--- src/rtl/snake_pkg.sv ---
// Shared types and encodings for the snake step engine: one-hot game states and
// directions, coordinate widths, the body point struct and the FSM state enum.
package snake_pkg;

    localparam logic [3:0] ST_START = 4'b0001;
    localparam logic [3:0] ST_SPEED = 4'b0010;
    localparam logic [3:0] ST_PLAY  = 4'b0100;
    localparam logic [3:0] ST_END   = 4'b1000;

    localparam logic [3:0] DIR_RIGHT = 4'b0001;
    localparam logic [3:0] DIR_LEFT  = 4'b0010;
    localparam logic [3:0] DIR_DOWN  = 4'b0100;
    localparam logic [3:0] DIR_UP    = 4'b1000;

    localparam int X_W = 6;
    localparam int Y_W = 5;

    typedef struct packed {
        logic [X_W-1:0] x;
        logic [Y_W-1:0] y;
    } point_t;

    typedef enum logic [2:0] {
        S_IDLE,
        S_WAIT,
        S_CALC,
        S_SCAN,
        S_SHIFT,
        S_OVER
    } step_state_e;

    function automatic logic [3:0] opposite(input logic [3:0] dir);
        case (dir)
            DIR_RIGHT: opposite = DIR_LEFT;
            DIR_LEFT:  opposite = DIR_RIGHT;
            DIR_DOWN:  opposite = DIR_UP;
            DIR_UP:    opposite = DIR_DOWN;
            default:   opposite = 4'b0000;
        endcase
    endfunction

endpackage

--- src/rtl/snake_step_engine_if.sv ---
// Control/status bundle between the key controller + renderer side (master)
// and the snake step engine (slave).
interface snake_step_engine_if #(
    parameter int MAX_LEN = 16
);
    import snake_pkg::*;

    localparam int IW = (MAX_LEN > 1) ? $clog2(MAX_LEN) : 1;
    localparam int LW = $clog2(MAX_LEN + 1);

    logic [3:0]     state_m;
    logic [3:0]     move_d;
    logic           speed_m;
    logic [X_W-1:0] food_x;
    logic [Y_W-1:0] food_y;
    logic [IW-1:0]  rd_idx;
    logic [X_W-1:0] rd_x;
    logic [Y_W-1:0] rd_y;
    logic [X_W-1:0] head_x;
    logic [Y_W-1:0] head_y;
    logic [LW-1:0]  snake_len;
    logic           food_eaten;
    logic           step_done;
    logic           game_over;

    modport master (
        output state_m, move_d, speed_m, food_x, food_y, rd_idx,
        input  rd_x, rd_y, head_x, head_y, snake_len, food_eaten, step_done, game_over
    );

    modport slave (
        input  state_m, move_d, speed_m, food_x, food_y, rd_idx,
        output rd_x, rd_y, head_x, head_y, snake_len, food_eaten, step_done, game_over
    );

endinterface

--- src/rtl/snake_step_timer.sv ---
// Step-period counter: latches the period from speed_m at count 0, counts while
// running and not paused, and pulses wrap on the last cycle of the period.
module snake_step_timer #(
    parameter int STEP_SLOW = 25_000_000,
    parameter int STEP_FAST = 12_500_000
) (
    input  logic clk,
    input  logic rst_n,
    input  logic run,
    input  logic pause,
    input  logic clear,
    input  logic speed_m,
    output logic wrap
);
    localparam int PMAX = (STEP_SLOW > STEP_FAST) ? STEP_SLOW : STEP_FAST;
    localparam int CW   = (PMAX > 2) ? $clog2(PMAX) : 1;

    logic [CW-1:0] cnt_q, cnt_d;
    logic [CW-1:0] lim_q, lim_d;
    logic [CW-1:0] lim_sel, lim_cur;
    logic          active;

    always_comb begin
        active  = run && !pause && !clear;
        lim_sel = speed_m ? CW'(STEP_SLOW - 1) : CW'(STEP_FAST - 1);
        // Period is only chosen at count 0; later speed changes wait for the next step.
        lim_cur = (cnt_q == '0) ? lim_sel : lim_q;
        wrap    = active && (cnt_q == lim_cur);
        cnt_d   = cnt_q;
        lim_d   = lim_q;
        if (clear) begin
            cnt_d = '0;
        end else if (active) begin
            if (cnt_q == '0) lim_d = lim_sel;
            cnt_d = wrap ? '0 : cnt_q + CW'(1);
        end
    end

    always_ff @(posedge clk or negedge rst_n) begin
        if (!rst_n) begin
            cnt_q <= '0;
            lim_q <= '0;
        end else begin
            cnt_q <= cnt_d;
            lim_q <= lim_d;
        end
    end

endmodule

--- src/rtl/snake_step_engine.sv ---
// Snake body sequencer: waits a step period, computes the next head, serially
// scans the body for collisions, then shifts/grows. SNAKE_WRAP_EN makes walls wrap.
module snake_step_engine
    import snake_pkg::*;
#(
    parameter int GRID_W    = 40,
    parameter int GRID_H    = 30,
    parameter int MAX_LEN   = 16,
    parameter int STEP_SLOW = 25_000_000,
    parameter int STEP_FAST = 12_500_000
) (
    input logic               clk,
    input logic               rst_n,
    snake_step_engine_if.slave bus
);
    localparam int IW = (MAX_LEN > 1) ? $clog2(MAX_LEN) : 1;
    localparam int LW = $clog2(MAX_LEN + 1);

    localparam logic [X_W-1:0] X_MAX    = X_W'(GRID_W - 1);
    localparam logic [Y_W-1:0] Y_MAX    = Y_W'(GRID_H - 1);
    localparam logic [Y_W-1:0] Y_MID    = Y_W'(GRID_H / 2);
    localparam logic [LW-1:0]  LEN_INIT = LW'(3);
    localparam logic [LW-1:0]  LEN_MAX  = LW'(MAX_LEN);

    function automatic point_t init_seg(input int k);
        point_t p;
        p = '0;
        if (k < 3) begin
            p.x = X_W'(GRID_W / 2 - k);
            p.y = Y_MID;
        end
        return p;
    endfunction

    step_state_e   state_q, state_d;
    point_t        body_q [MAX_LEN];
    point_t        body_d [MAX_LEN];
    logic [LW-1:0] len_q, len_d;
    logic [3:0]    dir_q, dir_d;
    point_t        next_q, next_d;
    logic          eat_q, eat_d;
    logic [IW-1:0] idx_q, idx_d;
    logic          game_over_q, game_over_d;
    logic          step_done_q, step_done_d;
    logic          food_eaten_q, food_eaten_d;

    logic          paused, start, tmr_wrap;
    logic [3:0]    dir_sel;
    point_t        cur, nxt, rd_pt;
    logic          at_edge, wall_hit, seg_hit, scan_last;
    int            scan_lim;

    assign start  = (bus.state_m == ST_START);
    assign paused = (bus.state_m != ST_PLAY);

    snake_step_timer #(
        .STEP_SLOW(STEP_SLOW),
        .STEP_FAST(STEP_FAST)
    ) u_timer (
        .clk    (clk),
        .rst_n  (rst_n),
        .run    (state_q == S_WAIT),
        .pause  (paused),
        .clear  (start),
        .speed_m(bus.speed_m),
        .wrap   (tmr_wrap)
    );

    // Direction arbitration and next-head arithmetic.
    always_comb begin
        dir_sel = dir_q;
        if ($onehot(bus.move_d) && (bus.move_d != opposite(dir_q))) dir_sel = bus.move_d;
        cur     = body_q[0];
        nxt     = cur;
        at_edge = 1'b0;
        case (dir_sel)
            DIR_LEFT: begin
                at_edge = (cur.x == '0);
                nxt.x   = at_edge ? X_MAX : cur.x - X_W'(1);
            end
            DIR_DOWN: begin
                at_edge = (cur.y == Y_MAX);
                nxt.y   = at_edge ? '0 : cur.y + Y_W'(1);
            end
            DIR_UP: begin
                at_edge = (cur.y == '0);
                nxt.y   = at_edge ? Y_MAX : cur.y - Y_W'(1);
            end
            default: begin
                at_edge = (cur.x == X_MAX);
                nxt.x   = at_edge ? '0 : cur.x + X_W'(1);
            end
        endcase
`ifdef SNAKE_WRAP_EN
        wall_hit = 1'b0;
`else
        wall_hit = at_edge;
`endif
    end

    // The tail segment is skipped when not eating because it vacates this step.
    always_comb begin
        scan_lim  = eat_q ? int'(len_q) - 1 : int'(len_q) - 2;
        seg_hit   = (body_q[idx_q] == next_q);
        scan_last = (int'(idx_q) >= scan_lim);
    end

    always_comb begin
        state_d      = state_q;
        body_d       = body_q;
        len_d        = len_q;
        dir_d        = dir_q;
        next_d       = next_q;
        eat_d        = eat_q;
        idx_d        = idx_q;
        game_over_d  = game_over_q;
        step_done_d  = 1'b0;
        food_eaten_d = 1'b0;
        if (start) begin
            state_d     = S_IDLE;
            for (int k = 0; k < MAX_LEN; k++) body_d[k] = init_seg(k);
            len_d       = LEN_INIT;
            dir_d       = DIR_RIGHT;
            eat_d       = 1'b0;
            idx_d       = '0;
            game_over_d = 1'b0;
        end else begin
            case (state_q)
                S_IDLE: if (bus.state_m == ST_PLAY) state_d = S_WAIT;
                S_WAIT: if (tmr_wrap) state_d = S_CALC;
                S_CALC: if (!paused) begin
                    dir_d = dir_sel;
                    if (wall_hit) begin
                        state_d     = S_OVER;
                        game_over_d = 1'b1;
                    end else begin
                        next_d  = nxt;
                        eat_d   = (nxt.x == bus.food_x) && (nxt.y == bus.food_y);
                        idx_d   = '0;
                        state_d = S_SCAN;
                    end
                end
                S_SCAN: if (!paused) begin
                    if (seg_hit) begin
                        state_d     = S_OVER;
                        game_over_d = 1'b1;
                    end else if (scan_last) begin
                        state_d = S_SHIFT;
                    end else begin
                        idx_d = idx_q + IW'(1);
                    end
                end
                S_SHIFT: if (!paused) begin
                    for (int k = 1; k < MAX_LEN; k++) body_d[k] = body_q[k-1];
                    body_d[0] = next_q;
                    if (eat_q) begin
                        if (len_q < LEN_MAX) len_d = len_q + LW'(1);
                        food_eaten_d = 1'b1;
                    end
                    step_done_d = 1'b1;
                    state_d     = S_WAIT;
                end
                default: ;
            endcase
        end
    end

    always_ff @(posedge clk or negedge rst_n) begin
        if (!rst_n) begin
            state_q      <= S_IDLE;
            for (int k = 0; k < MAX_LEN; k++) body_q[k] <= init_seg(k);
            len_q        <= LEN_INIT;
            dir_q        <= DIR_RIGHT;
            next_q       <= '0;
            eat_q        <= 1'b0;
            idx_q        <= '0;
            game_over_q  <= 1'b0;
            step_done_q  <= 1'b0;
            food_eaten_q <= 1'b0;
        end else begin
            state_q      <= state_d;
            body_q       <= body_d;
            len_q        <= len_d;
            dir_q        <= dir_d;
            next_q       <= next_d;
            eat_q        <= eat_d;
            idx_q        <= idx_d;
            game_over_q  <= game_over_d;
            step_done_q  <= step_done_d;
            food_eaten_q <= food_eaten_d;
        end
    end

    always_comb begin
        rd_pt = '0;
        if (int'(bus.rd_idx) < int'(len_q)) rd_pt = body_q[bus.rd_idx];
    end

    assign bus.rd_x       = rd_pt.x;
    assign bus.rd_y       = rd_pt.y;
    assign bus.head_x     = body_q[0].x;
    assign bus.head_y     = body_q[0].y;
    assign bus.snake_len  = len_q;
    assign bus.food_eaten = food_eaten_q;
    assign bus.step_done  = step_done_q;
    assign bus.game_over  = game_over_q;

endmodule

--- src/flat_wrapper.sv ---
// flat-port wrapper written by rule: the top's interface ports become plain ports
module snake_step_engine_flat import snake_pkg::*;
#(
    parameter int GRID_W    = 40,
    parameter int GRID_H    = 30,
    parameter int MAX_LEN   = 16,
    parameter int STEP_SLOW = 25_000_000,
    parameter int STEP_FAST = 12_500_000
)
  (clk, rst_n, bus_state_m, bus_move_d, bus_speed_m, bus_food_x, bus_food_y, bus_rd_idx, bus_rd_x, bus_rd_y, bus_head_x, bus_head_y, bus_snake_len, bus_food_eaten, bus_step_done, bus_game_over);
  snake_step_engine_if #(.MAX_LEN(MAX_LEN)) bus_i ();
  input logic clk;
  input logic rst_n;
  input wire logic [$bits(bus_i.state_m)-1:0] bus_state_m;
  input wire logic [$bits(bus_i.move_d)-1:0] bus_move_d;
  input wire logic [$bits(bus_i.speed_m)-1:0] bus_speed_m;
  input wire logic [$bits(bus_i.food_x)-1:0] bus_food_x;
  input wire logic [$bits(bus_i.food_y)-1:0] bus_food_y;
  input wire logic [$bits(bus_i.rd_idx)-1:0] bus_rd_idx;
  output wire logic [$bits(bus_i.rd_x)-1:0] bus_rd_x;
  output wire logic [$bits(bus_i.rd_y)-1:0] bus_rd_y;
  output wire logic [$bits(bus_i.head_x)-1:0] bus_head_x;
  output wire logic [$bits(bus_i.head_y)-1:0] bus_head_y;
  output wire logic [$bits(bus_i.snake_len)-1:0] bus_snake_len;
  output wire logic [$bits(bus_i.food_eaten)-1:0] bus_food_eaten;
  output wire logic [$bits(bus_i.step_done)-1:0] bus_step_done;
  output wire logic [$bits(bus_i.game_over)-1:0] bus_game_over;
  assign bus_i.state_m = bus_state_m;
  assign bus_i.move_d = bus_move_d;
  assign bus_i.speed_m = bus_speed_m;
  assign bus_i.food_x = bus_food_x;
  assign bus_i.food_y = bus_food_y;
  assign bus_i.rd_idx = bus_rd_idx;
  assign bus_rd_x = bus_i.rd_x;
  assign bus_rd_y = bus_i.rd_y;
  assign bus_head_x = bus_i.head_x;
  assign bus_head_y = bus_i.head_y;
  assign bus_snake_len = bus_i.snake_len;
  assign bus_food_eaten = bus_i.food_eaten;
  assign bus_step_done = bus_i.step_done;
  assign bus_game_over = bus_i.game_over;
  snake_step_engine #(.GRID_W(GRID_W), .GRID_H(GRID_H), .MAX_LEN(MAX_LEN), .STEP_SLOW(STEP_SLOW), .STEP_FAST(STEP_FAST)) u_core (.clk(clk), .rst_n(rst_n), .bus(bus_i));
endmodule
--- config.mk ---
export PLATFORM = sky130hd
export DESIGN_NAME = snake_step_engine_flat
export DESIGN_NICKNAME = d
export VERILOG_FILES = /design/src/rtl/snake_pkg.sv /design/src/rtl/snake_step_engine_if.sv /design/src/rtl/snake_step_timer.sv /design/src/rtl/snake_step_engine.sv /design/src/flat_wrapper.sv
export SDC_FILE = /design/constraint.sdc
export NUM_CORES = 1
export LEC_CHECK = 0
export BUFFER_PORTS_ARGS = -buffer_cell sky130_fd_sc_hd__buf_4
export CORE_MARGIN = 5
export CORE_UTILIZATION = 65
export CTS_BUF_LIST = sky130_fd_sc_hd__clkbuf_8 sky130_fd_sc_hd__clkbuf_16
export CTS_CLUSTER_SIZE = 40
export DETAILED_ROUTE_END_ITERATION = 7
export PLACE_DENSITY_LB_ADDON = 0.12
export SYNTH_ARGS = -nofsm -noshare
export SYNTH_HDL_FRONTEND = slang
export SYNTH_SLANG_ARGS = --single-unit
--- constraint.sdc ---
create_clock -name clk -period 5 [get_ports clk]
set_clock_uncertainty 0.05 [all_clocks]
set_input_delay 0.25 -clock clk [delete_from_list [all_inputs] [get_ports clk]]
set_output_delay 0.25 -clock clk [all_outputs]
set_load 0.02 [all_outputs]
==> results.py, run 1 <==
metrics = {
    "run_status": {
        "outcome": "finished, final reports clean",
    },
    "route": {
        "route.final.wire_length_mm": 40.3,
        "wl_cell_um": 20.5,
        "drt_first_iter_violations": 1566,
        "drt_pre_antenna_iters": 8,
        "post-route-drc-count": 0,
        "post_drt_via_cell_ratio": 6.51,
        "routed-via-count": 12804,
        "drtAntennaViolNets": 0,
    },
    "final_layout": {
        "finalNetCount": 1671,
        "post-route-cell-area_um2": 17300,
        "post_route_cells_drive_above_1_share_pct": 17.8,
        "syn_to_final_growth_pct": 8.99,
        "fin_util_pct": 71.4,
        "final_cell_mix": "411 x sky130_fd_sc_hd__nand2_1, 233 x sky130_fd_sc_hd__dfrtp_1, 193 x sky130_fd_sc_hd__nand3_1, 111 x sky130_fd_sc_hd__mux4_2, 66 x sky130_fd_sc_hd__buf_4",
        "layout_commonest_cell": "sky130_fd_sc_hd__nand2_1",
        "nFillCells": 1769,
        "n_antenna_cell": 0,
    },
    "floorplanning": {
        "die_area_um2": 27600,
        "die_h_um": 166,
        "floorplan.io_pins": 56,
        "fp-row-count": 57,
        "core_area_um2": 24200,
        "die_w_um": 166,
        "initial_core_util_pct": 65.5,
    },
    "power_and_ir_drop": {
        "power.density_cell_area_nw_per_um2": 332,
        "total_leakage_power_nw": 7.98,
        "vdd_drop_max_mv": 0.508,
    },
    "yosys": {
        "yosysSeqAreaShare_pct": 40.8,
        "cells_taking_the_most_area_after_synthesis": "sky130_fd_sc_hd__dfrtp_1 37%, sky130_fd_sc_hd__mux4_2 16%, sky130_fd_sc_hd__nand2_1 9.7%",
        "synth_area_per_cell_um2": 9.56,
        "netlist.area_leader.share_pct": 37.2,
        "yosys.cell_types.count": 82,
        "yosys_warnings": 0,
        "synth_edf_count": 0,
        "postSynthCellCount": 1656,
        "synthesis.nets": 1707,
        "syn-cell-area_um2": 15800,
        "yosys_register_bits": 257,
        "asyncSetResetFlopFracSynth_pct": 100,
        "yosysTopAreaCell": "sky130_fd_sc_hd__dfrtp_1",
        "synth_ff_type": "sky130_fd_sc_hd__dfrtp_1",
    },
    "cts": {
        "cts_sinks": 257,
        "cts_inserted_buffers": 28,
        "clockBufferDepth": 3,
        "ctsHtreeMaxLevel": 1,
        "cts_post_setup_buffers_inserted": 0,
        "clock_pin_slew_reported_for_the_worst_setup_and_hold_paths_after_clock_tree_synthesis_ps": 60,
        "cts.root.buffer_cell": "sky130_fd_sc_hd__clkbuf_16",
        "tritoncts_clock_tree": "done",
        "clkLatencyLatePin_ps": 560,
        "post_cts.resized_instances": 0,
    },
    "setup_path": {
        "worstPathRequired_ps": 5370,
        "r2r-start": "u_core.idx_q[0]",
        "setup.reg_to_reg.worst_slack_ps": 1260,
        "critical_path_arrival_ps": 4570,
        "path_max_fanout": 18,
        "setup.worst_path.start": "bus_move_d[1]",
        "cell_with_the_most_instances_on_the_worst_path": "sky130_fd_sc_hd__ha_1",
        "timing.critical_path.from_type": "input port",
        "timing.critical_path.to_type": "flop",
        "critical_path.cell_chain": "dlygate4sd3_1 > buf_4 > ha_1 > ha_1 > fa_1 > nor3b_1 > a21oi_1 > nor3_2 > nor3_1 > a211o_1 > nor2_4 > mux2_2",
        "crit_type": "input port to flop",
        "slowest_delay_ps": 560,
        "worst-r2r-cell-count": 11,
        "worstReg2RegEnd": "u_core.idx_q[2]",
        "critPathSlowestCell": "sky130_fd_sc_hd__nor3b_1",
    },
    "sta": {
        "setup_total_negative_slack_ps": 0,
        "slew-limit-headroom_pct": 25.4,
        "final_setup_fails": 0,
        "min_period_ps": 4200,
        "rsz0062_at_grt": "no",
        "min_period_over_period_pct": 84.0,
        "worst_slew_pin_slew_ps": 1120,
        "hold_ws_ps": 128,
        "max_freq_mhz": 238,
        "hold_viol": 0,
        "timing.final.max_slew_violations": 0,
    },
    "grt": {
        "grt_max_degree": 104,
        "grt_pass1_vias": 12395,
        "busiest_layer": "met2",
        "antenna_found_initial": 0,
        "global_route.overflow_total": 0,
        "global_route.usage.total_pct": 29.1,
        "grt_use_met2_pct": 44.3,
        "gr-usage-met3_pct": 5.59,
        "grt_first_pass_wirelength_mm": 66.7,
        "use_met1_pct": 43.3,
    },
    "hold_path": {
        "hold_end": "u_core.bus.snake_len[2]",
        "min_delay_path_depth": 4,
        "worstHoldStart": "bus_state_m[1]",
        "hold_path.class": "input port to flop",
    },
    "placed_design": {
        "place_congestion": 0.926,
        "numPortBuffers": 55,
        "postPlaceCellArea_um2": 16200,
        "dp_hpwl_mm": 25.5,
    },
    "job": {
        "max_cap_violations": 0,
    },
}
==> state kept, by name, indices dropped and copies added, names as in the netlist <==
name,cells
u_core.bus.game_over,1
u_core.dir_q,4
u_core.next_q,11
u_core.bus.food_eaten,1
u_core.bus.step_done,1
u_core.state_q,3
u_core.u_timer.lim_q,25
u_core.bus.head_x,6
u_core.bus.head_y,5
u_core.u_timer.cnt_q,25
u_core.idx_q,4
u_core.bus.snake_len,5
u_core.body_q,165
u_core.eat_q,1
==> cell families after synthesis <==
| kind of cell | synth area share (%) |
|---|---|
| AND/OR/NAND/NOR | 24.1 |
| flip-flops | 40.8 |
| AO/OA/AOI/OAI | 9.54 |
| buffers and inverters | 4.72 |
| multiplexers | 16.3 |
| XOR/XNOR | 2.49 |
| adder cells (fa/ha/maj) | 2.02 |
==> cell usage after synthesis, types with 6 or more instances <==
library cell	count
sky130_fd_sc_hd__buf_1	10
sky130_fd_sc_hd__buf_4	15
sky130_fd_sc_hd__nor3_1	17
sky130_fd_sc_hd__ha_1	24
sky130_fd_sc_hd__nand4_1	13
sky130_fd_sc_hd__xor2_1	20
sky130_fd_sc_hd__a31oi_1	8
sky130_fd_sc_hd__clkbuf_1	101
sky130_fd_sc_hd__o22ai_1	7
sky130_fd_sc_hd__nor2_1	52
sky130_fd_sc_hd__buf_2	15
sky130_fd_sc_hd__o21ai_1	8
sky130_fd_sc_hd__nand2_1	411
sky130_fd_sc_hd__xnor2_1	25
sky130_fd_sc_hd__nand2b_1	27
sky130_fd_sc_hd__a21o_1	6
sky130_fd_sc_hd__o21ai_0	64
sky130_fd_sc_hd__nand3_1	194
sky130_fd_sc_hd__and2_1	9
sky130_fd_sc_hd__nor2b_1	18
sky130_fd_sc_hd__inv_1	35
sky130_fd_sc_hd__a32oi_1	6
sky130_fd_sc_hd__and3_1	22
sky130_fd_sc_hd__dfrtp_1	235
sky130_fd_sc_hd__mux4_2	111
sky130_fd_sc_hd__a21oi_1	37
sky130_fd_sc_hd__o211ai_1	18
sky130_fd_sc_hd__o31ai_1	19
sky130_fd_sc_hd__dfstp_2	22
==> layer usage <==
layer / vias to the layer above / part of all wire, %
met3: 71 / 8.2
met4: 0 / 2.6
met1: 6386 / 43
li1: 5829 / -
met5: - / 0
met2: 518 / 46
==> where the power goes <==
group	leakage [nW]	switching [mW]	internal (mW)	total (mW)
logic	4.04	0.584	0.504	1.09
clock network	0.493	0.865	1.27	2.14
registers	3.44	0.247	2.25	2.50
total	7.98	1.70	4.03	5.72
==> how the worst max path moves through the flow <==
stage / endpoint / depth (start not counted)
after detailed placement: u_core.next_q[5] / 11
after global placement: u_core.next_q[3] / 11
after CTS: u_core.next_q[5] / 12
after global routing: u_core.next_q[5] / 13
after floorplan: u_core.eat_q / 12
final: u_core.next_q[5] / 12
==> critical path: cells and delay by family <==
| family | cells | cell delay (ps) |
|---|---|---|
| AOI/OAI and AO/OA | 2 | 680 |
| buffers and inverters | 2 | 720 |
| and+or+nand+nor | 4 | 1600 |
| adders and majority gates | 3 | 940 |
| muxes | 1 | 380 |
==> repair_timing <==
action / in CTS / in global routing
hold buffers: 6 / 0
setup endpoints to repair: 0 / 0
hold endpoints to repair: 78 / 0
==> through the flow <==
step / setup WS [ps] / power, mW / instances
2_1_floorplan: 1550 / 3.27 / 1656
3_3_place_gp: 915 / 3.58 / 1908
3_5_place_dp: 864 / 3.60 / 1908
4_1_cts: 849 / 5.75 / 1966
5_1_grt: 515 / 5.98 / 1966
6_report: 799 / 5.72 / 1966
==> area by class of cell <==
class / count / area [µm²] / area share (%)
Tap cell: 324 / 405 / 2.35
Sequential cell: 257 / 6460 / 37.5
Clock buffer: 38 / 838 / 4.86
Multi-Input combinational cell: 1222 / 8650 / 50.1
Inverter: 35 / 134 / 0.776
Timing Repair Buffer: 76 / 631 / 3.66
Clock inverter: 14 / 131 / 0.762
(Power assumes the default switching activity.)
==> run 2: changes to the inputs <==
Settings changed: CORE_UTILIZATION 65 to 57.
Clock period 5 ns to 3.7 ns, I/O delays scaled along.
==> results.py, run 2 (synthesis results as in run 1) <==
metrics = {
    "cts": {
        "clockBufferDepth": 3,
        "ctsHtreeMaxLevel": 1,
        "cts_sinks": 257,
        "cts.root.buffer_cell": "sky130_fd_sc_hd__clkbuf_16",
        "tritoncts_clock_tree": "done",
        "cts_inserted_buffers": 29,
        "clock_pin_slew_reported_for_the_worst_setup_and_hold_paths_after_clock_tree_synthesis_ps": 60,
        "clkLatencyLatePin_ps": 550,
    },
    "floorplanning": {
        "fp-row-count": 61,
        "floorplan.io_pins": 56,
        "die_h_um": 177,
        "initial_core_util_pct": 57.3,
        "die_area_um2": 31200,
        "die_w_um": 177,
        "core_area_um2": 27600,
    },
    "sta": {
        "min_period_ps": 3510,
        "min_period_over_period_pct": 94.9,
        "hold_viol": 0,
        "setup_total_negative_slack_ps": 0,
        "rsz0062_at_grt": "no",
        "final_setup_fails": 0,
        "worst_slew_pin_slew_ps": 1030,
        "slew-limit-headroom_pct": 30.9,
        "timing.final.max_slew_violations": 0,
        "hold_ws_ps": 54.2,
        "max_freq_mhz": 285,
    },
    "job": {
        "max_cap_violations": 0,
    },
    "grt": {
        "grt_first_pass_wirelength_mm": 69.0,
        "gr-usage-met3_pct": 3.89,
        "use_met1_pct": 40.2,
        "busiest_layer": "met2",
        "grt_use_met2_pct": 43.0,
        "antenna_found_initial": 0,
        "global_route.usage.total_pct": 27.2,
        "grt_max_degree": 179,
        "grt_pass1_vias": 12646,
        "global_route.overflow_total": 0,
    },
    "placed_design": {
        "numPlacedInstances": 2010,
        "postPlaceCellArea_um2": 16700,
        "place_congestion": 0.942,
        "numPortBuffers": 55,
        "dp_hpwl_mm": 27.1,
    },
    "setup_path": {
        "path_max_fanout": 8,
        "worstPathRequired_ps": 4130,
        "timing.critical_path.to_type": "flop",
        "crit_type": "input port to flop",
        "timing.critical_path.from_type": "input port",
        "critical_path_arrival_ps": 3940,
    },
    "route": {
        "wl_cell_um": 20.2,
        "post_drt_via_cell_ratio": 6.21,
        "drtAntennaViolNets": 0,
        "drt_first_iter_violations": 1443,
        "routed-via-count": 12860,
        "route.final.wire_length_mm": 41.9,
        "post-route-drc-count": 0,
        "drt_pre_antenna_iters": 6,
    },
    "final_layout": {
        "largest_reg_flops": 165,
        "n_antenna_cell": 0,
        "nFillCells": 2231,
        "registers.top_by_ff_count": "u_core.body_q",
        "layout_top_registers": "u_core.body_q x165, u_core.u_timer.cnt_q x25, u_core.u_timer.lim_q x25",
        "finalNonFillerCells": 2072,
        "post-route-cell-area_um2": 17900,
        "finalNetCount": 1722,
        "post_route_cells_drive_above_1_share_pct": 20.8,
        "layout_commonest_cell": "sky130_fd_sc_hd__nand2_1",
        "syn_to_final_growth_pct": 13.0,
        "final_cell_mix": "409 x sky130_fd_sc_hd__nand2_1, 233 x sky130_fd_sc_hd__dfrtp_1, 192 x sky130_fd_sc_hd__nand3_1, 111 x sky130_fd_sc_hd__mux4_2, 108 x sky130_fd_sc_hd__buf_4",
    },
    "power_and_ir_drop": {
        "vdd_drop_max_mv": 0.545,
        "power.density_cell_area_nw_per_um2": 438,
        "total_leakage_power_nw": 8.32,
    },
    "hold_path": {
        "hold_path.class": "input port to flop",
    },
    "run_status": {
        "outcome": "finished, final reports clean",
    },
}
run 2: cell types whose count changed in the layout (fill, tap and decap cells not counted), moves of 3 or more:
cell and change:
sky130_fd_sc_hd__clkinv_2 -3, sky130_fd_sc_hd__dlygate4sd3_1 -3, sky130_fd_sc_hd__buf_4 +42, sky130_fd_sc_hd__inv_1 +7
sky130_fd_sc_hd__buf_12 +8
run 2: worst max-delay path, stage by stage:
cell,delay (ps)
sky130_fd_sc_hd__dlygate4sd3_1,540
sky130_fd_sc_hd__buf_4,150
sky130_fd_sc_hd__ha_4,220
sky130_fd_sc_hd__ha_2,180
sky130_fd_sc_hd__fa_1,500
sky130_fd_sc_hd__or3b_4,480
sky130_fd_sc_hd__o211ai_1,330
sky130_fd_sc_hd__buf_4,180
sky130_fd_sc_hd__nand4_1,90
sky130_fd_sc_hd__mux2_4,320
sky130_fd_sc_hd__a21oi_2,140
sky130_fd_sc_hd__o2111ai_2,150
sky130_fd_sc_hd__nor4_2,300
sky130_fd_sc_hd__a31o_1,170
run 2: worst paths after layout:
path                                           from                       end  slack, ps  cells after the start
hold reg to reg            u_core.u_timer.lim_q[17]  u_core.u_timer.lim_q[17]        430                      2
hold / removal                        bus_move_d[0]           u_core.dir_q[0]         50                      4
max in group asynchronous                     rst_n        u_core.body_q[145]       2440                      3
setup reg to reg                    u_core.dir_q[0]          u_core.next_q[5]        250                      9
min in group asynchronous                     rst_n        u_core.body_q[106]        230                      2
setup / recovery                      bus_move_d[2]              u_core.eat_q        190                     14
run 2: where the power goes:
part / internal, mW / switching (mW)
combinational: 0.774 / 0.885
clock: 1.72 / 1.15
sequential: 3.04 / 0.272
run 2: repair_timing:
item / in CTS / in global routing
gates resized for setup: 0 / 22
buffers inserted: 0 / 3
hold buffers: 5 / 0
setup endpoints to repair: 0 / 10
hold endpoints to repair: 108 / 0
run 2: area by class of cell:
cell class	count	area [µm²]	share of cell area, %
Clock inverter	17	129	0.720
Clock buffer	37	836	4.67
Sequential cell	257	6460	36.1
Tap cell	378	473	2.64
Multi-Input combinational cell	1222	8740	48.9
Inverter	35	134	0.748
Timing Repair Buffer	126	1110	6.22
run 2: per-layer routing:
metal	vias to the layer above	share of wire, %
met4	0	2.2
met5	-	0
li1	5939	-
met3	70	7.0
met1	6410	44
met2	441	47
run 2: per-stage QoR:
stage	setup slack, ps	util, %	power (mW)
after floorplan	317	-	4.42
after global placement	28.1	60.6	4.97
after detailed placement	28.2	60.6	4.99
after CTS	61.0	64.3	7.88
after global routing	24.7	64.7	8.22
final	187	64.7	7.84
